## src/rtl/shift_reg_seq.sv

```systemverilog
// Command sequencer for an external 6-bit shift/rotate register: runs one
// N-step job by feeding the register's output back to its input, then returns the result.
module shift_reg_seq #(
  parameter int MAX_STEPS = 16,
  parameter int CNT_W     = 5
) (
  input  logic                 clk,
  input  logic                 reset,
  input  logic                 cmd_valid,
  output logic                 cmd_ready,
  input  logic [5:0]           cmd_data,
  input  logic                 cmd_mode,
  input  logic                 cmd_direction,
  input  logic [CNT_W-1:0]     cmd_count,
  input  logic [MAX_STEPS-1:0] cmd_serial,
  output logic                 rsp_valid,
  input  logic                 rsp_ready,
  output logic [5:0]           rsp_data,
  output logic                 rsp_err,
  output logic                 busy,
  output logic [5:0]           sr_datain,
  output logic                 sr_mode,
  output logic                 sr_direction,
  output logic                 sr_serial_in,
  input  logic [5:0]           sr_dataout
);

  typedef enum logic [1:0] {IDLE, SHIFT, CAPTURE, DONE} state_t;

  localparam logic [CNT_W-1:0] MAX_C = CNT_W'(MAX_STEPS);
  localparam logic [CNT_W-1:0] ONE_C = CNT_W'(1);

  state_t               state, state_next;
  logic [CNT_W-1:0]     eff;
  logic                 over;
  logic [CNT_W-1:0]     remain;
  logic [MAX_STEPS-1:0] serial_q;
  logic [5:0]           data_q;
  logic                 mode_q, dir_q, err_q, first_q;

  always_comb begin
    over = (cmd_count > MAX_C);
    eff  = over ? MAX_C : cmd_count;
  end

  always_ff @(posedge clk) begin
    if (reset) state <= IDLE;
    else       state <= state_next;
  end

  always_comb begin
    state_next   = state;
    cmd_ready    = 1'b0;
    rsp_valid    = 1'b0;
    busy         = 1'b1;
    sr_datain    = 6'd0;
    sr_mode      = 1'b0;
    sr_direction = 1'b0;
    sr_serial_in = 1'b0;
    case (state)
      IDLE: begin
        cmd_ready = 1'b1;
        busy      = 1'b0;
        if (cmd_valid) state_next = (eff == '0) ? DONE : SHIFT;
      end
      SHIFT: begin
        // First step loads the start value; later steps recirculate the register output.
        sr_datain    = first_q ? data_q : sr_dataout;
        sr_mode      = mode_q;
        sr_direction = dir_q;
        sr_serial_in = serial_q[0];
        if (remain == ONE_C) state_next = CAPTURE;
      end
      CAPTURE: state_next = DONE;
      DONE: begin
        rsp_valid = 1'b1;
        if (rsp_ready) state_next = IDLE;
      end
      default: state_next = IDLE;
    endcase
  end

  always_ff @(posedge clk) begin
    if (reset) begin
      data_q   <= '0;
      mode_q   <= 1'b0;
      dir_q    <= 1'b0;
      serial_q <= '0;
      remain   <= '0;
      err_q    <= 1'b0;
      first_q  <= 1'b0;
      rsp_data <= '0;
      rsp_err  <= 1'b0;
    end else begin
      case (state)
        IDLE: if (cmd_valid) begin
          data_q   <= cmd_data;
          mode_q   <= cmd_mode;
          dir_q    <= cmd_direction;
          serial_q <= cmd_serial;
          remain   <= eff;
          err_q    <= over;
          first_q  <= 1'b1;
          if (eff == '0) begin
            rsp_data <= cmd_data;
            rsp_err  <= over;
          end
        end
        SHIFT: begin
          // Serial bits are consumed LSB-first, so bit k lands on step k.
          remain   <= remain - ONE_C;
          serial_q <= serial_q >> 1;
          first_q  <= 1'b0;
        end
        CAPTURE: begin
          rsp_data <= sr_dataout;
          rsp_err  <= err_q;
        end
        default: ;
      endcase
    end
  end

endmodule

```

## config.mk

```make
export PLATFORM = sky130hd
export DESIGN_NAME = shift_reg_seq
export DESIGN_NICKNAME = d
export VERILOG_FILES = /design/src/rtl/shift_reg_seq.sv
export SDC_FILE = /design/constraint.sdc
export NUM_CORES = 1
export LEC_CHECK = 0
export CELL_PAD_IN_SITES_DETAIL_PLACEMENT = 2
export CELL_PAD_IN_SITES_GLOBAL_PLACEMENT = 2
export CORE_MARGIN = 2
export CORE_UTILIZATION = 25
export CTS_CLUSTER_SIZE = 28
export DETAILED_ROUTE_END_ITERATION = 12
export GPL_TIMING_DRIVEN = 1
export MAX_ROUTING_LAYER = met4
export PLACE_DENSITY_LB_ADDON = 0.1
export SYNTH_ARGS = -nofsm -noshare
export SYNTH_HDL_FRONTEND = slang
export SYNTH_SLANG_ARGS = --single-unit
```

## constraint.sdc

```tcl
create_clock -name clk -period 2.2 [get_ports clk]
set_input_delay 0.66 -clock clk [delete_from_list [all_inputs] [get_ports clk]]
set_output_delay 0.66 -clock clk [all_outputs]
set_load 0.01 [all_outputs]
```

==> results.tsv <==
stage	metric	value	unit
status	status	completed	
placed_design	io_buffers	57	
floorplan	dieHeight	94.7	um
power	pwr-share-seq	33.7	%
critical_path	crit_arrival	1.45	ns
grt	grtUsageMet2	24.3	%
grt	overflow	0	
critical_path	startpoint	sr_dataout[2]	
timing	finalCritPeriodShare	95.9	%
grt	grtUsageTotal	15.3	%
timing	final.min_clock_period	2.11	ns
routing	drt_pass1_iterations	4	
clocking	numCtsBuffers	5	
routing	routed_via_density	4.75	
timing	rsz0062_at_grt	no	
timing	finalWorstSetupSlack	0.0904	ns
routing	vias	1967	
synth	avgSynthCellArea	8.63	um2
power	p_int	2.05	mW
timing	setup-tns-final	0	ns
finish	design_area	2950	um2
placed_design	post-place-ws	-0.324	ns
power	swShare	38.9	%
critical_path	r2r_setup_slack	0.30	ns
power	p_switching	1.30	mW
finish	antenna_cells	0	
routing	antenna_left	0	
synth	synth_top_area_cell	dfxtp_1	
critical_path	crit_type	input pin to primary output	
grt	grt_pass1_wl	10300	um
clocking	cts_sinks	40	
placed_design	dp_hpwl	4690	um
clocking	clock_path_buffers	2	
critical_path	cpPeakStageDelay	0.48	ns
routing	route.detailed.drc	0	
power	peakVddDrop	0.000328	V
power	leakage	1.19	nW
timing	setup_violations	0	
clocking	cts.htree.levels	2	
grt	grt_pass1_vias	2053	
grt	grt_max_degree	24	
timing	hold_violations	0	
grt	antenna_found_initial	0	
critical_path	end_kind	primary output	
critical_path	path_delay_family	buffers and inverters	
critical_path	critPathBufInv	2	
floorplan	row_count	33	
timing	maxSlewHeadroom	68.8	%
critical_path	cp-endpoint	sr_datain[2]	
synth	synth_cell_type_count	35	
synth	synth_area_leaders	dfxtp_1, mux2i_1, a211oi_1	
floorplan	fp.dieW	94.7	um
timing	worst_hold_slack	0.455	ns
clocking	cts_tree	yes	
critical_path	crit_required	1.54	ns
placed_design	gp_congestion	0.794	
power	power_frac_comb	51.0	%
power	power	3.35	mW
power	pwr-share-clk	15.3	%
grt	top_usage_layer	met2	
synth	synth-seq-area-share	39.0	%
timing	worst_pin_slew	0.455	ns
job	maxCapViolCount	0	
power	cellPowerDensity	1140	nW/um2
finish	area_growth	43.5	%
routing	wl_per_cell	15.1	um
placed_design	postPlaceCellArea	2860	um2
synth	synth_seq_cells	40	
clocking	clk_latency	0.30	ns
critical_path	path_max_fanout	2	
finish	drive_above_1_share	15.9	%
critical_path	start_kind	input pin	
floorplan	initial_core_util	25.4	%
timing	fmax	474	MHz
timing	fin_skew	0.00393	ns
critical_path	worstPathCellList	clkdlybuf4s50_1, mux2i_1, nor2_1, buf_2	
grt	grtUsageMet3	3.11	%
timing	drv_slew	0	
clocking	cts-root-buf	clkbuf_8	
floorplan	io_pins	58	
clocking	path_clk_slew	0.07	ns
grt	met1_usage	19.6	%
synth	ys_warn_count	0	
worst_hold_path	hold_class	flop to flop	
finish	fin_nets	353	
synth	synthDominantCellAreaShare	39.0	%
critical_path	r2r_end	remain[0]$_SDFFE_PP0P_	
critical_path	regToRegStartpoint	state[1]$_SDFFE_PP0P_	
critical_path	cp.depth	4	
synth	netlist_area	2050	um2
routing	drtIter0Drc	47	
critical_path	slowest_stage	clkdlybuf4s50_1	
routing	drt_wl_total	6270	um
floorplan	core-area	8090	um2
critical_path	r2r_cells	7	
synth	synth_cells	238	
synth	syn_nets	283	
floorplan	die_area	8960	um2
-- kinds of logic (layout without fill, tap and decap cells) --
| group | count (synthesis) | after routing | share of synthesized area, % |
|---|---|---|---|
| compound gates | 48 | 48 | 16.5 |
| fa+ha+maj | 6 | 6 | 3.65 |
| buf+inv | 28 | 99 | 5.30 |
| flops | 40 | 40 | 39.0 |
| mux | 35 | 35 | 17.5 |
| simple gates | 81 | 81 | 18.1 |
-- per-layer routing --
layer / wire [um] / vias up / share of wire (%)
li1: - / 971 / -
met4: 76 / 0 / 1.2
met3: 254 / 7 / 4.1
met5: 0 / - / 0
met1: 3040 / 952 / 49
met2: 2890 / 37 / 46
-- synth_stat cells --
library cell and n:
a22o_1 1, o2111a_1 1, buf_2 3, nand2_1 32
a2111oi_0 1, dfxtp_1 40, a221oi_1 2, a211o_1 1
or4b_4 1, o221a_2 1, buf_1 1, mux2_2 7
a211oi_1 17, nor2b_1 6, o32ai_1 1, a31o_2 1
nor4_1 1, ha_1 6, o21ai_0 5, nor3_1 2
clkbuf_1 12, nand3_1 4, or4_1 1, and2_1 6
a31oi_2 1, a21oi_1 12, nor3b_1 1, nor2_1 23
mux2i_1 28, o31ai_1 2, a31oi_1 1, inv_1 12
nand2b_1 3, or2_2 1, o221ai_1 1
-- layout make-up --
class / count / area [um2]
clock buffer: 8 / 90.1
fill: 957 / 5140
inverter: 12 / 48.8
multi-input combinational: 170 / 1160
sequential: 40 / 802
tap: 105 / 131
timing repair buffer: 79 / 718
-- registers in the layout (all words and copies together), names as in the netlist --
register / cells
mode_q: 1
rsp_data: 6
remain: 5
data_q: 6
err_q: 1
serial_q: 16
rsp_err: 1
dir_q: 1
state: 2
first_q: 1
-- cell usage in the layout, fill, tap and decap left out, types with 2 or more instances in the layout --
cell / netlist / layout
clkdlybuf4s50_1: 0 / 45
dfxtp_1: 40 / 39
nand2_1: 32 / 32
mux2i_1: 28 / 28
nor2_1: 23 / 23
buf_4: 0 / 20
a211oi_1: 17 / 17
a21oi_1: 12 / 12
inv_1: 12 / 11
mux2_2: 7 / 7
and2_1: 6 / 6
nor2b_1: 6 / 6
clkbuf_8: 0 / 6
buf_2: 3 / 6
o21ai_0: 5 / 5
ha_1: 6 / 5
dlygate4sd2_1: 0 / 5
nand3_1: 4 / 4
nand2b_1: 3 / 3
nor3_1: 2 / 2
a221oi_1: 2 / 2
o31ai_1: 2 / 2
clkbuf_1: 12 / 2
-- power groups by stage --
stage	clock, mW	sequential, mW	combinational, mW
2_1_floorplan	0	1.09	1.08
3_3_place_gp	0	1.13	1.69
3_5_place_dp	0	1.14	1.72
4_1_cts	0.537	1.13	1.72
5_1_grt	0.574	1.16	1.91
6_report	0.513	1.13	1.71
-- worst min-delay path by stage --
stage / slack [ns] / from / endpoint / cells after the start
final: 0.45 / mode_q$_SDFFE_PP0P_ / mode_q$_SDFFE_PP0P_ / 2
after global routing: 0.49 / dir_q$_SDFFE_PP0P_ / dir_q$_SDFFE_PP0P_ / 2
after CTS: 0.46 / mode_q$_SDFFE_PP0P_ / mode_q$_SDFFE_PP0P_ / 2
after detailed placement: 0.45 / mode_q$_SDFFE_PP0P_ / mode_q$_SDFFE_PP0P_ / 2
after global placement: 0.44 / mode_q$_SDFFE_PP0P_ / mode_q$_SDFFE_PP0P_ / 2
after floorplan: 0.43 / dir_q$_SDFFE_PP0P_ / dir_q$_SDFFE_PP0P_ / 2
-- worst min-delay path, cell delays in order, from the launching register on --
cell and delay [ns]:
dfxtp_1 0.31, nand2_1 0.05, a21oi_1 0.05
-- timing repair --
action / 4_1_cts / 5_1_grt
pin swaps: 0 / 2
hold buffers: 0 / 0
resized for setup: 29 / 6
setup endpoints to repair: 11 / 4
buffers inserted: 1 / 1
-- per-stage QoR --
stage / instances / util [%]
3_3_place_gp: 404 / 35.3
4_1_cts: 413 / 36.4
5_1_grt: 414 / 36.4
2_1_floorplan: 238 / -
3_5_place_dp: 404 / 35.3
6_report: 414 / 36.4
Note: power is estimated with default switching activity, not from simulation.
